==> config.mk <==
export PLATFORM = sky130hd
export DESIGN_NAME = lfsr_noise_bank
export DESIGN_NICKNAME = d
export VERILOG_FILES = /design/src/rtl/lfsr_noise_bank.sv
export SDC_FILE = /design/constraint.sdc
export NUM_CORES = 1
export LEC_CHECK = 0
export BUFFER_PORTS_ARGS = -buffer_cell sky130_fd_sc_hd__buf_2
export CAP_MARGIN = 20
export CORE_ASPECT_RATIO = 0.5
export CORE_MARGIN = 5
export CORE_UTILIZATION = 25
export DETAILED_ROUTE_END_ITERATION = 6
export PLACE_DENSITY = 0.44
export SETUP_SLACK_MARGIN = 0.2
export SLEW_MARGIN = 25
export SYNTH_ARGS = -nofsm -noshare
export SYNTH_HDL_FRONTEND = slang
export SYNTH_SLANG_ARGS = --single-unit
==> constraint.sdc <==
create_clock -name clk -period 7.9 [get_ports clk]
set_input_delay 0.79 -clock clk [delete_from_list [all_inputs] [get_ports clk]]
set_output_delay 0.79 -clock clk [all_outputs]
set_load 0.03 [all_outputs]
==> src/rtl/lfsr_noise_bank.sv <==
// Bank of NCH Fibonacci noise LFSRs served round-robin into one tagged valid/ready stream.
// Optional zero-state recovery is enabled by defining LFSR_NOISE_LOCKUP_RECOVER_EN.
module lfsr_noise_bank #(
  parameter int                NCH     = 4,
  parameter int                LFSR_W  = 17,
  parameter int                OUT_W   = 32,
  parameter logic [LFSR_W-1:0] POLY    = 17'h12000,
  parameter logic [LFSR_W-1:0] RST_VAL = 17'h10001,
  parameter int                CH_W    = $clog2(NCH)
) (
  input  logic              clk,
  input  logic              rst,
  input  logic              en,
  input  logic [NCH-1:0]    ch_en,
  input  logic              prog_valid,
  input  logic [CH_W-1:0]   prog_ch,
  input  logic [LFSR_W-1:0] prog_seed,
  output logic              out_valid,
  input  logic              out_ready,
  output logic [OUT_W-1:0]  out_data,
  output logic [CH_W-1:0]   out_ch,
  output logic [NCH-1:0]    lockup
);

  logic [LFSR_W-1:0] state_reg [NCH];
  logic [CH_W-1:0]   rr_ptr_reg;
  logic              out_valid_reg;
  logic [OUT_W-1:0]  out_data_reg;
  logic [CH_W-1:0]   out_ch_reg;

  logic [NCH-1:0]    prog_hit;
  logic [NCH-1:0]    elig;
  logic              hi_found;
  logic [CH_W-1:0]   hi_ch;
  logic [CH_W-1:0]   lo_ch;
  logic              cand_found;
  logic [CH_W-1:0]   cand_ch;
  logic [CH_W-1:0]   cand_succ;
  logic [LFSR_W-1:0] cand_state;
  logic [LFSR_W-1:0] cand_next;
  logic [OUT_W-1:0]  cand_word;
  logic [LFSR_W-1:0] step;
  logic              fb;
  logic              can_load;
  logic              fire;
  logic              recover;
  logic              issue;

  // A channel being reseeded this cycle is not eligible; out-of-range prog_ch matches nothing.
  for (genvar gi = 0; gi < NCH; gi++) begin : g_elig
    assign prog_hit[gi] = prog_valid && (prog_ch == CH_W'(gi));
    assign elig[gi]     = ch_en[gi] && !prog_hit[gi];
  end

  // Lowest eligible channel at/after rr_ptr, else lowest eligible overall (wrap).
  always_comb begin
    hi_found = 1'b0;
    hi_ch    = '0;
    lo_ch    = '0;
    for (int c = NCH - 1; c >= 0; c--) begin
      if (elig[c]) begin
        lo_ch = CH_W'(c);
        if (CH_W'(c) >= rr_ptr_reg) begin
          hi_found = 1'b1;
          hi_ch    = CH_W'(c);
        end
      end
    end
  end

  assign cand_found = |elig;
  assign cand_ch    = hi_found ? hi_ch : lo_ch;
  assign cand_succ  = (cand_ch == CH_W'(NCH - 1)) ? '0 : cand_ch + 1'b1;
  assign cand_state = state_reg[cand_ch];

  // Single unrolled OUT_W-step datapath shared by all channels via the candidate mux.
  always_comb begin
    step      = cand_state;
    cand_word = '0;
    fb        = 1'b0;
    for (int i = 0; i < OUT_W; i++) begin
      fb           = ^(step & POLY);
      cand_word[i] = fb;
      step         = {step[LFSR_W-2:0], fb};
    end
    cand_next = step;
  end

  assign can_load = !out_valid_reg || out_ready;
  assign fire     = en && can_load && cand_found;

`ifdef LFSR_NOISE_LOCKUP_RECOVER_EN
  assign recover = fire && (cand_state == '0);
`else
  assign recover = 1'b0;
`endif

  assign issue = fire && !recover;

  always_ff @(posedge clk or posedge rst) begin
    if (rst) begin
      for (int c = 0; c < NCH; c++) begin
        state_reg[c] <= RST_VAL ^ LFSR_W'(c);
      end
      rr_ptr_reg    <= '0;
      out_valid_reg <= 1'b0;
      out_data_reg  <= '0;
      out_ch_reg    <= '0;
    end else begin
      for (int c = 0; c < NCH; c++) begin
        if (prog_hit[c]) begin
          state_reg[c] <= prog_seed;
        end else if (fire && (cand_ch == CH_W'(c))) begin
          state_reg[c] <= recover ? (RST_VAL ^ LFSR_W'(c)) : cand_next;
        end
      end
      if (fire) begin
        rr_ptr_reg <= cand_succ;
      end
      if (issue) begin
        out_valid_reg <= 1'b1;
        out_data_reg  <= cand_word;
        out_ch_reg    <= cand_ch;
      end else if (out_ready) begin
        out_valid_reg <= 1'b0;
      end
    end
  end

`ifdef LFSR_NOISE_LOCKUP_RECOVER_EN
  logic [NCH-1:0] lockup_reg;

  always_ff @(posedge clk or posedge rst) begin
    if (rst) begin
      lockup_reg <= '0;
    end else begin
      for (int c = 0; c < NCH; c++) begin
        if (prog_hit[c]) begin
          lockup_reg[c] <= 1'b0;
        end else if (recover && (cand_ch == CH_W'(c))) begin
          lockup_reg[c] <= 1'b1;
        end
      end
    end
  end

  assign lockup = lockup_reg;
`else
  assign lockup = '0;
`endif

  assign out_valid = out_valid_reg;
  assign out_data  = out_data_reg;
  assign out_ch    = out_ch_reg;

endmodule

After elaboration in Yosys (flattened, before gate mapping)

Index checks and enable logic that the tools add are counted.

Bits in registers: 105
Input port bits: 28
Output and inout port bits: 39
Word-level logic and storage cells: 116

$add $sub $neg: 1
$lt $le $gt $ge: 5
Equality and inequality tests: 6
Multiplexer cells: 35
Bitwise logic cells: 1
Reduce and logical (&&, ||, !) cells: 60

Operators by type and width:

| operator                                                              | number |
|---|---|
| 17-bit XOR reduction                                                  | 32 |
| 17-bit 2-to-1 mux                                                     | 10 |
| 17-bit binary-select mux with 2-bit select                            | 1 |
| 2-bit 2-to-1 mux                                                      | 14 |
| 1-bit logical AND                                                     | 14 |
| 1-bit 2-to-1 mux                                                      | 10 |
| 2-bit nonzero test                                                    | 5 |
| 2-bit equality test, second input constant                            | 4 |
| 1-bit logical NOT                                                     | 5 |
| 2-bit by 1-bit equality test with 1-bit output, second input constant | 2 |
| 1-bit by 2-bit >= comparator with 1-bit output, first input constant  | 2 |
| 2-bit >= comparator, first input constant                             | 2 |
| 2-bit logical NOT                                                     | 2 |
| 4-bit OR reduction                                                    | 1 |
| 3-bit >= comparator, second input constant                            | 1 |
| 2-bit NOT with 3-bit output                                           | 1 |
| 2-bit by 1-bit adder with 2-bit output, second input constant         | 1 |
| 1-bit logical OR                                                      | 1 |

Logic depth before layout (Yosys ltp)

Gate-level depths: netlist of the first run.

Word-level depth: 21
Depth in mapped cells: 13
Mapped depth without buffers: 12

Worst setup path before layout of the first run

Ideal clock, no wire load.

Path type: input-to-reg
From: input port prog_ch[1]
To: register state_reg[17] (netlist name)
Setup time: 0.064 ns
Data arrival time: 3.483 ns
Data required time: 7.836 ns
Setup slack: 4.352 ns
Cell stages on the path: 12
Path buffers: 4
Cells stage by stage: buf_6 -> or3b_1 -> and3_1 -> a211oi_2 -> buf_2 -> ha_1 -> inv_1 -> nor4_1 -> clkbuf_1 -> clkbuf_1 -> nand4_1 -> nand3_1

Word-level cells in the longest chain between the ends: 21
Elaborated cells between the ends (all ways): 51
Those cells by class: eq/ne (4); mux (24); bitwise (1); reduce/logical (22)

Ends and longest elaborated chain:

| what                                                  | line | text |
|---|---|---|
| start, declared                                       | 16   | `input logic [CH_W-1:0] prog_ch,` |
| 2-bit equality test                                   | 51   | `assign prog_hit[gi] = prog_valid && (prog_ch == CH_W'(gi));` |
| 1-bit logical AND                                     | 51   |  |
| 1-bit logical NOT                                     | 52   | `assign elig[gi] = ch_en[gi] && !prog_hit[gi];` |
| 1-bit logical AND                                     | 52   |  |
| 2-bit 2-to-1 mux or 1-bit 2-to-1 mux (tied branches)  | 61   | `if (elig[c]) begin` |
| 2-bit 2-to-1 mux or 1-bit 2-to-1 mux (tied branches)  | 63   | `if (CH_W'(c) >= rr_ptr_reg) begin` |
| 2-bit 2-to-1 mux or 1-bit 2-to-1 mux (tied branches)  | 61   |  |
| 2-bit 2-to-1 mux or 1-bit 2-to-1 mux (tied branches)  | 63   |  |
| [3 not listed]                                        | -    |  |
| 2-bit 2-to-1 mux (*)                                  | 72   | `assign cand_ch = hi_found ? hi_ch : lo_ch;` |
| net cand_ch[1]                                        | 37   | `logic [CH_W-1:0] cand_ch;` |
| 2-bit NOT with 3-bit output (implied by the code)     | 74   | `assign cand_state = state_reg[cand_ch];` |
| 17-bit binary-select mux with 2-bit select            | 74   |  |
| 17-bit 2-to-1 mux (implied by the code) (2 in series) | 74   |  |
| 17-bit XOR reduction (3 in series)                    | 82   | `fb = ^(step & POLY);` |
| 17-bit 2-to-1 mux                                     | 113  | `end else if (fire && (cand_ch == CH_W'(c))) begin` |
| 17-bit 2-to-1 mux                                     | 111  | `if (prog_hit[c]) begin` |
| end signal, assigned by index                         | 103  | `state_reg[c] <= RST_VAL ^ LFSR_W'(c);` |
| end signal, assigned by index                         | 112  | `state_reg[c] <= prog_seed;` |
| end signal, assigned by index                         | 114  | `state_reg[c] <= recover ? (RST_VAL ^ LFSR_W'(c)) : cand_next;` |
| end, declared                                         | 25   | `logic [LFSR_W-1:0] state_reg [NCH];` |

Mark *: on every way through the listed nets, which the timed path passes. The rest lies on a longest branch. The select of a mux whose other input is x is not followed.
A chain may end at the register's enable or synchronous reset.

Final worst setup path of the first run

From: input port prog_ch[1]
To: register state_reg[1] (netlist name)

Word-level cells in the longest chain between the ends: 21
Elaborated cells between the ends (all ways): 50
Those cells by class: eq/ne (4); mux (24); bitwise (1); reduce/logical (21)

Ends and longest elaborated chain:

| what                                                  | line |
|---|---|
| 2-bit equality test                                   | 51 |
| 1-bit logical AND                                     | 51 |
| 1-bit logical NOT                                     | 52 |
| 1-bit logical AND                                     | 52 |
| 2-bit 2-to-1 mux or 1-bit 2-to-1 mux (tied branches)  | 61 |
| 2-bit 2-to-1 mux or 1-bit 2-to-1 mux (tied branches)  | 63 |
| 2-bit 2-to-1 mux or 1-bit 2-to-1 mux (tied branches)  | 61 |
| 2-bit 2-to-1 mux or 1-bit 2-to-1 mux (tied branches)  | 63 |
| [2 not listed]                                        | - |
| 2-bit 2-to-1 mux or 1-bit 2-to-1 mux (tied branches)  | 61 |
| 2-bit 2-to-1 mux                                      | 72 |
| 2-bit NOT with 3-bit output (implied by the code)     | 74 |
| 17-bit binary-select mux with 2-bit select            | 74 |
| 17-bit 2-to-1 mux (implied by the code) (2 in series) | 74 |
| 17-bit XOR reduction (3 in series)                    | 82 |
| 17-bit 2-to-1 mux                                     | 113 |
| 17-bit 2-to-1 mux                                     | 111 |

Parallel ways exist; a longest one is shown, timed or not. The select of a mux whose other input is x is not followed.

==> summary.txt, run 1 <==
Place
  • RePlAce Congestion: 0.827
  • Area after DPL: 6540 um2
  • Dpl ws: 2.89 ns
  • Placed cells: 1,005
  • Hpwl dp: 14,200 um
  • Number of port buffers: 62

STA
  • Setup Skew: 0.0124 ns
  • Count of final setup violators: 0
  • Fin crit share: 57.2%
  • Least-Margin Pin Slew: 1.08 ns
  • Post-layout minimum cycle time: 4.52 ns
  • Count of final hold-check violations: 0
  • Fin. max-slew vios: 0
  • Peak Freq: 221 MHz
  • Unrepaired setup endpoints after global routing: no
  • Worst setup margin: 3.38 ns
  • TNS Setup: 0 ns
  • Slew headroom: 27.9%

Final layout
  • Final instance area: 6860 um2
  • Nets: 741
  • Area of the multi-input gates: 3000 um2
  • Filler Cells Inserted: 2,449
  • Layout cells sized above 1: 18.2%
  • Area growth from synthesis to layout: 16.3%
  • Storage element area: 2640 um2
  • Post-Layout Cell Count: 1,021
  • Antenna diodes: 0
  • Max reg flops: 68

Logic synthesis
  • Area leader, netlist: dfrtp_1
  • Post-synth top area share: 41.2%
  • Yosys cell types: 59
  • Cell area after synthesis: 5900 um2
  • Main synth FF type: dfrtp_1
  • EDFF count, synth: 0
  • Seq cells post-synth: 105
  • Seq/Total Area, Yosys: 44.7%
  • Synth warn: 0
  • Syn Inst Count: 665
  • Synth top area cells: dfrtp_1 (41%), nand2_1 (9.7%), o221ai_1 (5.3%)
  • Mean area per synthesized cell: 8.87 um2
  • Post-synth ARST share: 100%

Global routing
  • Antenna violations before repair: 0
  • Largest net degree at the start of global routing: 68
  • Vias in the first global route: 4,929
  • Total grt overflow: 0
  • Global-route wire length before repair: 32,900 um
  • Tot GR Track Use: 15.8%

Worst setup path
  • Max incr delay on CP: 0.76 ns
  • Worst Path Arrival: 4.82 ns
  • Worst setup SP type: input port
  • Critical Setup Path Class: input port to register
  • Critical path fanouts, max: 20
  • WP buf/inv: 3
  • CP max-delay cell: or3b_1
  • CP delay by family, top: simple AND/OR/NAND/NOR gates
  • Req. time, crit path: 8.20 ns
  • CP endpoint kind: register
  • Critical-path cell list: buf_2 > or3b_1 > and3_1 > a211oi_2 > buf_4 > ha_1 > nor4b_2 > buf_4 > nand2_1 > or3b_2 > nand3_1
  • Cell mode on critical path: buf_4

Routing
  • DRT Wirelength: 21,400 um
  • Initial drt markers: 386
  • Initial DRT Pass Iterations: 5
  • DR vias: 5,233
  • Antenna Nets Post-Route: 0
  • Vias per std cell: 5.13
  • Drc violations: 0
  • Routed len/inst: 20.9 um

CTS
  • Post-CTS setup-driven buffer insertion count: 0
  • Clk root buf: clkbuf_16
  • TritonCTS clock tree: built
  • Clock Latency Late Sink: 0.36 ns
  • Clock tree sinks: 105
  • Clk buf depth: 2
  • CTS Buf Count: 9
  • Clk slew on worst S/H paths: 0.07 ns
  • Hold-fix buffer count after cts: 0
  • CTS resizes: 0
  • H-tree Lvls: 3

Status
  • Outcome: finished clean

Worst hold path
  • Worst min path class: register to register

Floorplan
  • Initial Utilization: 25.7%
  • Width of the die: 227 um
  • Die H: 119 um
  • Rows: 39
  • Core footprint: 23,000 um2
  • Total die area: 26,900 um2
  • I/O pin count: 67

Job
  • Max capacitance violation total: 0

Pwr
  • Power per cell area: 454 nW/um2
  • Pleak: 0.00302 uW
  • VDD IR-drop max: 0.145 mV
  • Overall power: 3110 uW
layout by cell type, fill, tap and decap left out, types with 5 or more instances in the layout:
cell type / n
xor2_1: 12
buf_4: 14
nand2_1: 152
clkbuf_16: 9
inv_1: 26
nor2b_1: 6
o211ai_1: 18
nor2_1: 36
nand3_1: 35
a222oi_1: 7
a21oi_1: 24
a21o_1: 5
a2bb2oi_1: 8
dfstp_2: 8
xnor2_1: 18
or3b_1: 7
mux2i_1: 16
o221ai_1: 35
or3b_2: 6
buf_2: 62
o21ai_0: 41
dfrtp_1: 97
stage by stage:
| step | hold WS [ns] | utilization, % |
|---|---|---|
| after floorplan | 0.475 | - |
| after global placement | 0.461 | 28.3 |
| after detailed placement | 0.465 | 28.5 |
| after CTS | 0.482 | 29.8 |
| after global routing | 0.493 | 29.8 |
| final | 0.474 | 29.8 |
Yosys cell counts (all sizes together), types with 2 or more instances:
library cell / number
nor3: 4
dfstp: 8
a21o: 5
buf: 13
a211oi: 2
inv: 27
nor2b: 7
xor2: 12
or3: 4
nand3b: 4
mux2i: 16
a2bb2oi: 8
nand2: 152
dfrtp: 97
a21oi: 25
clkbuf: 34
o21ai: 45
o211ai: 18
nand2b: 2
a32oi: 2
nor4b: 3
o221ai: 37
nor2: 38
xnor2: 19
or3b: 13
ha: 4
nand4: 3
nor3b: 2
o31a: 3
nand3: 36
a222oi: 7
cell type report:
class | count | share of cell area [%]
repair buffers | 77 | 6.22
multi-input cells | 489 | 43.7
flip-flops and latches | 105 | 38.5
clock buffers | 9 | 3.28
inverters | 27 | 1.51
well taps | 307 | 5.60
clock inverters | 7 | 1.17
final timing paths:
check / slack (ns) / end / depth (start not counted) / startpoint
worst min register to register: 0.47 / out_data[31]$_DFFE_PP0P_ / 2 / out_data[31]$_DFFE_PP0P_
min in group asynchronous: 0.56 / out_data[12]$_DFFE_PP0P_ / 2 / rst
max in group asynchronous: 6.12 / state_reg[32]$_DFFE_PP0P_ / 3 / rst
worst max register to register: 4.04 / state_reg[1]$_DFFE_PP1P_ / 10 / rr_ptr_reg[1]$_DFFE_PP0P_
worst min-delay path: 0.47 / out_data[31]$_DFFE_PP0P_ / 2 / out_data[31]$_DFFE_PP0P_
worst max-delay path: 3.38 / state_reg[1]$_DFFE_PP1P_ / 11 / prog_ch[1]
worst reg2reg max path: cells and delay by family (launching register included):
family / cells / cell delay (ns)
compound gates: 2 / 0.75
flops: 1 / 0.46
fa+ha+maj: 1 / 0.21
buf+inv: 1 / 0.37
simple gates: 6 / 2.01
power breakdown:
group,internal (uW),switching (uW)
clock,250,228
combinational,550,1130
sequential,806,148
total,1610,1500
layer usage:
metal	up-vias	part of all wire [%]	track usage, %
li1	2434	-	-
met1	2604	48	23.9
met2	174	43	22.6
met3	21	7.3	3.91
met4	0	1.4	3.88
met5	-	0	0
cell families (layout without fill, tap and decap cells):
| kind of cell | after synthesis | in the layout | share of synthesized area, % |
|---|---|---|---|
| AND/OR/NAND/NOR | 272 | 272 | 21.4 |
| AO/OA/AOI/OAI | 160 | 160 | 19.5 |
| flip-flops | 105 | 105 | 44.7 |
| buffers and inverters | 74 | 120 | 5.48 |
| XOR/XNOR | 32 | 32 | 5.01 |
| multiplexers | 17 | 17 | 2.91 |
| adder cells (fa/ha/maj) | 4 | 4 | 0.849 |
| other | 1 | 4 | 0.0636 |
No activity file was read; power rests on OpenSTA's default activity.
==> run 2: changes to the inputs <==
- PLACE_DENSITY: 0.44 -> 0.45
- clock period: 7.9 -> 3.9 ns (I/O delays scaled with it)
==> summary.txt, run 2 (synthesis results as in run 1) <==
Place
  • Hpwl dp: 15,200 um
  • Placed cells: 1,031
  • Number of port buffers: 62
  • RePlAce Congestion: 0.843

STA
  • Count of final setup violators: 0
  • Peak Freq: 304 MHz
  • Unrepaired setup endpoints after global routing: no
  • Final hold slack: 0.214 ns
  • Fin crit share: 84.4%
  • Count of final hold-check violations: 0
  • TNS Setup: 0 ns
  • Post-layout minimum cycle time: 3.29 ns
  • Slew headroom: 27.3%
  • Least-Margin Pin Slew: 1.09 ns
  • Setup Skew: 0.00666 ns
  • Fin. max-slew vios: 0

Global routing
  • Tot GR Track Use: 16.4%
  • Largest net degree at the start of global routing: 68
  • Vias in the first global route: 5,342
  • Global-route wire length before repair: 34,000 um
  • Total grt overflow: 0
  • Antenna violations before repair: 0

CTS
  • Hold-fix buffer count after cts: 0
  • Post-CTS setup-driven buffer insertion count: 0
  • Clk slew on worst S/H paths: 0.07 ns
  • Clk root buf: clkbuf_16
  • Clk buf depth: 2
  • CTS resizes: 0
  • Clock tree sinks: 105
  • H-tree Lvls: 3
  • TritonCTS clock tree: built
  • Clock Latency Late Sink: 0.36 ns
  • CTS Buf Count: 9

Worst setup path
  • CP endpoint kind: register
  • CP startpoint: rr_ptr_reg[1]$_DFFE_PP0P_
  • Worst Path Arrival: 3.58 ns
  • Reg2reg start: rr_ptr_reg[1]$_DFFE_PP0P_
  • Worst setup SP type: register
  • Critical path fanouts, max: 17
  • Req. time, crit path: 4.19 ns
  • R2R cell count: 10
  • Critical Setup Path Class: register to register

Pwr
  • VDD IR-drop max: 0.437 mV
  • Pleak: 0.00317 uW
  • Power per cell area: 943 nW/um2

Final layout
  • Post-Layout Cell Count: 1,047
  • Nets: 767
  • Max reg flops: 68
  • Antenna diodes: 0
  • Commonest cells after routing, fill and taps aside: nand2_1 (152), dfrtp_1 (97), buf_2 (62)
  • Area growth from synthesis to layout: 20.4%
  • Filler Cells Inserted: 2,421
  • Fin util: 30.9%
  • Most common cell after layout, fill and taps aside: nand2_1
  • Layout cells sized above 1: 20.3%

Floorplan
  • I/O pin count: 67
  • Width of the die: 227 um
  • Total die area: 26,900 um2
  • Core footprint: 23,000 um2
  • Die H: 119 um
  • Initial Utilization: 25.7%
  • Rows: 39

Routing
  • Initial drt markers: 442
  • Antenna Nets Post-Route: 0
  • Vias per std cell: 5.06
  • DR vias: 5,295
  • Drc violations: 0
  • Routed len/inst: 20.9 um
  • Initial DRT Pass Iterations: 5
  • DRT Wirelength: 21,800 um

Worst hold path
  • Worst min path class: input port to asynchronous set/reset pin

Job
  • Max capacitance violation total: 0

Status
  • Outcome: finished clean
==> run 2: changes by cell type in the layout (fill, tap and decap cells not counted), moves of 2 or more <==
cell	previous run	this run
buf_4	14	38
bufinv_16	1	3
clkinv_4	3	0
buf_12	0	3
clkbuf_1	0	3
==> run 2: power breakdown <==
part | leakage, uW | total [uW] | switching [uW] | internal [uW]
clock network | 0.000164 | 1080 | 428 | 647
logic | 0.00173 | 3680 | 2320 | 1360
registers | 0.00128 | 1940 | 306 | 1630
==> run 2: metal layers <==
metal | track usage (%) | wire length (um) | share of wire [%]
met5 | 0 | 0 | 0
met4 | 4.26 | 350 | 1.6
met3 | 4.21 | 1300 | 6.0
met2 | 24.7 | 9750 | 45
met1 | 23.6 | 10400 | 48
==> run 2: metrics by stage <==
stage | power, uW | setup WS, ns | cell area (um2)
finish | 6690 | 0.609 | 7100
global route | 7150 | 0.355 | 7100
CTS | 6740 | 0.604 | 7090
detailed placement | 5650 | 0.355 | 6750
global placement | 5620 | 0.333 | 6750
floorplan | 4130 | 0.752 | 5910
==> run 2: path summary, 6_finish.rpt <==
check / to / slack (ns)
setup / recovery: state_reg[32]$_DFFE_PP0P_ / 0.61
hold / removal: out_data[15]$_DFFE_PP0P_ / 0.21
setup reg to reg: state_reg[32]$_DFFE_PP0P_ / 0.61
hold reg to reg: out_data[30]$_DFFE_PP0P_ / 0.47
max in group asynchronous: state_reg[40]$_DFFE_PP0P_ / 2.96
min in group clk: state_reg[13]$_DFFE_PP0P_ / 0.30
==> run 2: critical path, cell delays in order, from the launching register on <==
cell	delay, ns
dfrtp_1	0.46
nand2_1	0.12
nand3_1	0.29
o21ai_2	0.34
buf_4	0.25
mux2i_1	0.12
a222oi_1	0.60
xnor2_1	0.26
buf_12	0.22
or3b_2	0.46
nand3_1	0.09
==> run 2: final cells by class <==
class                           instances  area (um2)  share of cell area [%]
Clock buffer                           13         250                    3.53
Clock inverter                          3        90.1                    1.27
Inverter                               27         104                    1.46
Multi-Input combinational cell        489        2980                    41.9
Sequential cell                       105        2640                    37.2
Tap cell                              307         384                    5.41
Timing Repair Buffer                  103         656                    9.24
==> run 3: changes to the inputs <==
- clock period: 3.9 -> 2.7 ns (I/O delays scaled with it)
==> summary.txt, run 3 (synthesis results as in run 1) <==
Status
  • Outcome: finished clean

Global routing
  • Largest net degree at the start of global routing: 106
  • Total grt overflow: 0
  • Global-route wire length before repair: 36,000 um
  • Tot GR Track Use: 17.5%
  • Antenna violations before repair: 1
  • Vias in the first global route: 5,726

Floorplan
  • I/O pin count: 67
  • Initial Utilization: 25.7%
  • Total die area: 26,900 um2
  • Core footprint: 23,000 um2
  • Rows: 39
  • Width of the die: 227 um
  • Die H: 119 um

Worst setup path
  • WP buf/inv: 7
  • CP endpoint kind: register
  • Critical path fanouts, max: 7
  • Worst setup SP type: input port
  • CP max-delay cell: a222oi_1
  • Worst Path Arrival: 2.91 ns
  • Critical Setup Path Class: input port to register
  • Max incr delay on CP: 0.43 ns
  • Critical-path cell list: buf_2 > buf_4 > or3b_4 > buf_4 > nand3_2 > o31ai_4 > buf_12 > buf_6 > a222oi_1 > buf_4 > xnor2_4 > buf_6 > or3b_1 > nand3_1
  • Cell mode on critical path: buf_4
  • CP delay by family, top: buffers and inverters
  • Req. time, crit path: 2.99 ns

CTS
  • TritonCTS clock tree: built
  • Clock Latency Late Sink: 0.36 ns
  • Clk slew on worst S/H paths: 0.07 ns
  • Clk root buf: clkbuf_16
  • CTS Buf Count: 9
  • Clk buf depth: 2
  • H-tree Lvls: 3
  • Clock tree sinks: 105

Place
  • RePlAce Congestion: 0.847
  • Area after DPL: 7670 um2
  • Dpl ws: -0.427 ns
  • Number of port buffers: 62
  • Hpwl dp: 16,000 um

Routing
  • Drc violations: 0
  • DR vias: 6,001
  • Initial drt markers: 529
  • Antenna Nets Post-Route: 0
  • Initial DRT Pass Iterations: 5
  • DRT Wirelength: 24,500 um
  • Routed len/inst: 20.6 um
  • Vias per std cell: 5.04

Final layout
  • Max reg flops: 68
  • Layout cells sized above 1: 42.6%
  • Final instance area: 9300 um2
  • Antenna diodes: 0
  • Area of the multi-input gates: 3660 um2
  • Commonest cells after routing, fill and taps aside: nand2_1 (144), buf_4 (108), dfrtp_1 (97)
  • Storage element area: 2640 um2
  • Area growth from synthesis to layout: 57.7%
  • Nets: 910
  • Most common cell after layout, fill and taps aside: nand2_1
  • Filler Cells Inserted: 2,239

STA
  • Slew headroom: 59.5%
  • Unrepaired setup endpoints after global routing: yes
  • Least-Margin Pin Slew: 0.608 ns
  • Peak Freq: 382 MHz
  • Count of final hold-check violations: 0
  • Post-layout minimum cycle time: 2.62 ns
  • Fin. max-slew vios: 0
  • Worst setup margin: 0.0813 ns
  • Fin crit share: 97.0%
  • Count of final setup violators: 0
  • Setup Skew: 0.00835 ns

Pwr
  • Power per cell area: 1420 nW/um2
  • VDD IR-drop max: 0.515 mV
  • Pleak: 0.00420 uW

Job
  • Max capacitance violation total: 0

Worst hold path
  • Worst min path class: input port to asynchronous set/reset pin
==> run 3: through the flow <==
| step | setup TNS, ns | power [uW] | std cells | hold WS [ns] | utilization [%] |
|---|---|---|---|---|---|
| global route | -0.0269 | 13900 | 1190 | 0.128 | 40.5 |
| CTS | 0 | 11500 | 1159 | 0.118 | 36.6 |
| detailed placement | -28.54 | 9350 | 1120 | 0.458 | 33.4 |
| finish | 0 | 13200 | 1190 | 0.0785 | 40.5 |
| global placement | -28.18 | 9300 | 1120 | 0.452 | 33.4 |
| floorplan | -0.0987 | 6180 | 668 | 0.386 | - |
==> run 3: where the power goes <==
group	internal (uW)	leakage [uW]	switching (uW)	total, uW
logic	4440	0.00277	4460	8900
clock network	843	0.000153	630	1470
registers	2360	0.00128	456	2810
total	7640	0.00420	5550	13200
==> run 3: cell type report <==
cell class / instances / area share, %
inverter: 27 / 1.24
clock buffer: 12 / 2.65
clock inverter: 4 / 0.821
multi-input combinational: 491 / 39.3
timing repair buffer: 244 / 23.5
tap: 307 / 4.13
sequential: 105 / 28.4
==> run 3: worst paths after layout <==
check | endpoint | cells after the start | slack (ns) | startpoint
setup / recovery | state_reg[37]$_DFFE_PP0P_ | 14 | 0.08 | prog_ch[0]
hold / removal | out_data[21]$_DFFE_PP0P_ | 3 | 0.08 | rst
setup reg to reg | state_reg[37]$_DFFE_PP0P_ | 12 | 0.10 | rr_ptr_reg[1]$_DFFE_PP0P_
hold reg to reg | out_data[29]$_DFFE_PP0P_ | 2 | 0.47 | out_data[29]$_DFFE_PP0P_
max in group asynchronous | state_reg[39]$_DFFE_PP0P_ | 3 | 2.17 | rst
min in group clk | state_reg[67]$_DFFE_PP1P_ | 3 | 0.17 | prog_seed[16]
==> run 3: per-layer routing <==
layer	routed length [um]	global-route usage [%]	vias to the layer above
li1	-	-	2773
met1	12000	26.4	2999
met2	10600	25.6	206
met3	1720	3.89	21
met4	239	3.58	2
met5	7	0	-
==> run 3: worst register-to-register path, delay by kind of cell (launching register included) <==
family | cells | cell delay, ns
flip-flops | 1 | 0.41
XOR/XNOR | 1 | 0.08
AO/OA/AOI/OAI | 2 | 0.51
buffers and inverters | 6 | 0.93
AND/OR/NAND/NOR | 3 | 0.62
==> run 3: repair_timing <==
item,in CTS,in global routing
hold buffers,0,0
pin swaps,19,46
resized for setup,43,138
endpoints found under the setup margin,100,82
cloned,3,5
endpoints found under the hold margin,0,0
buffers inserted,20,26
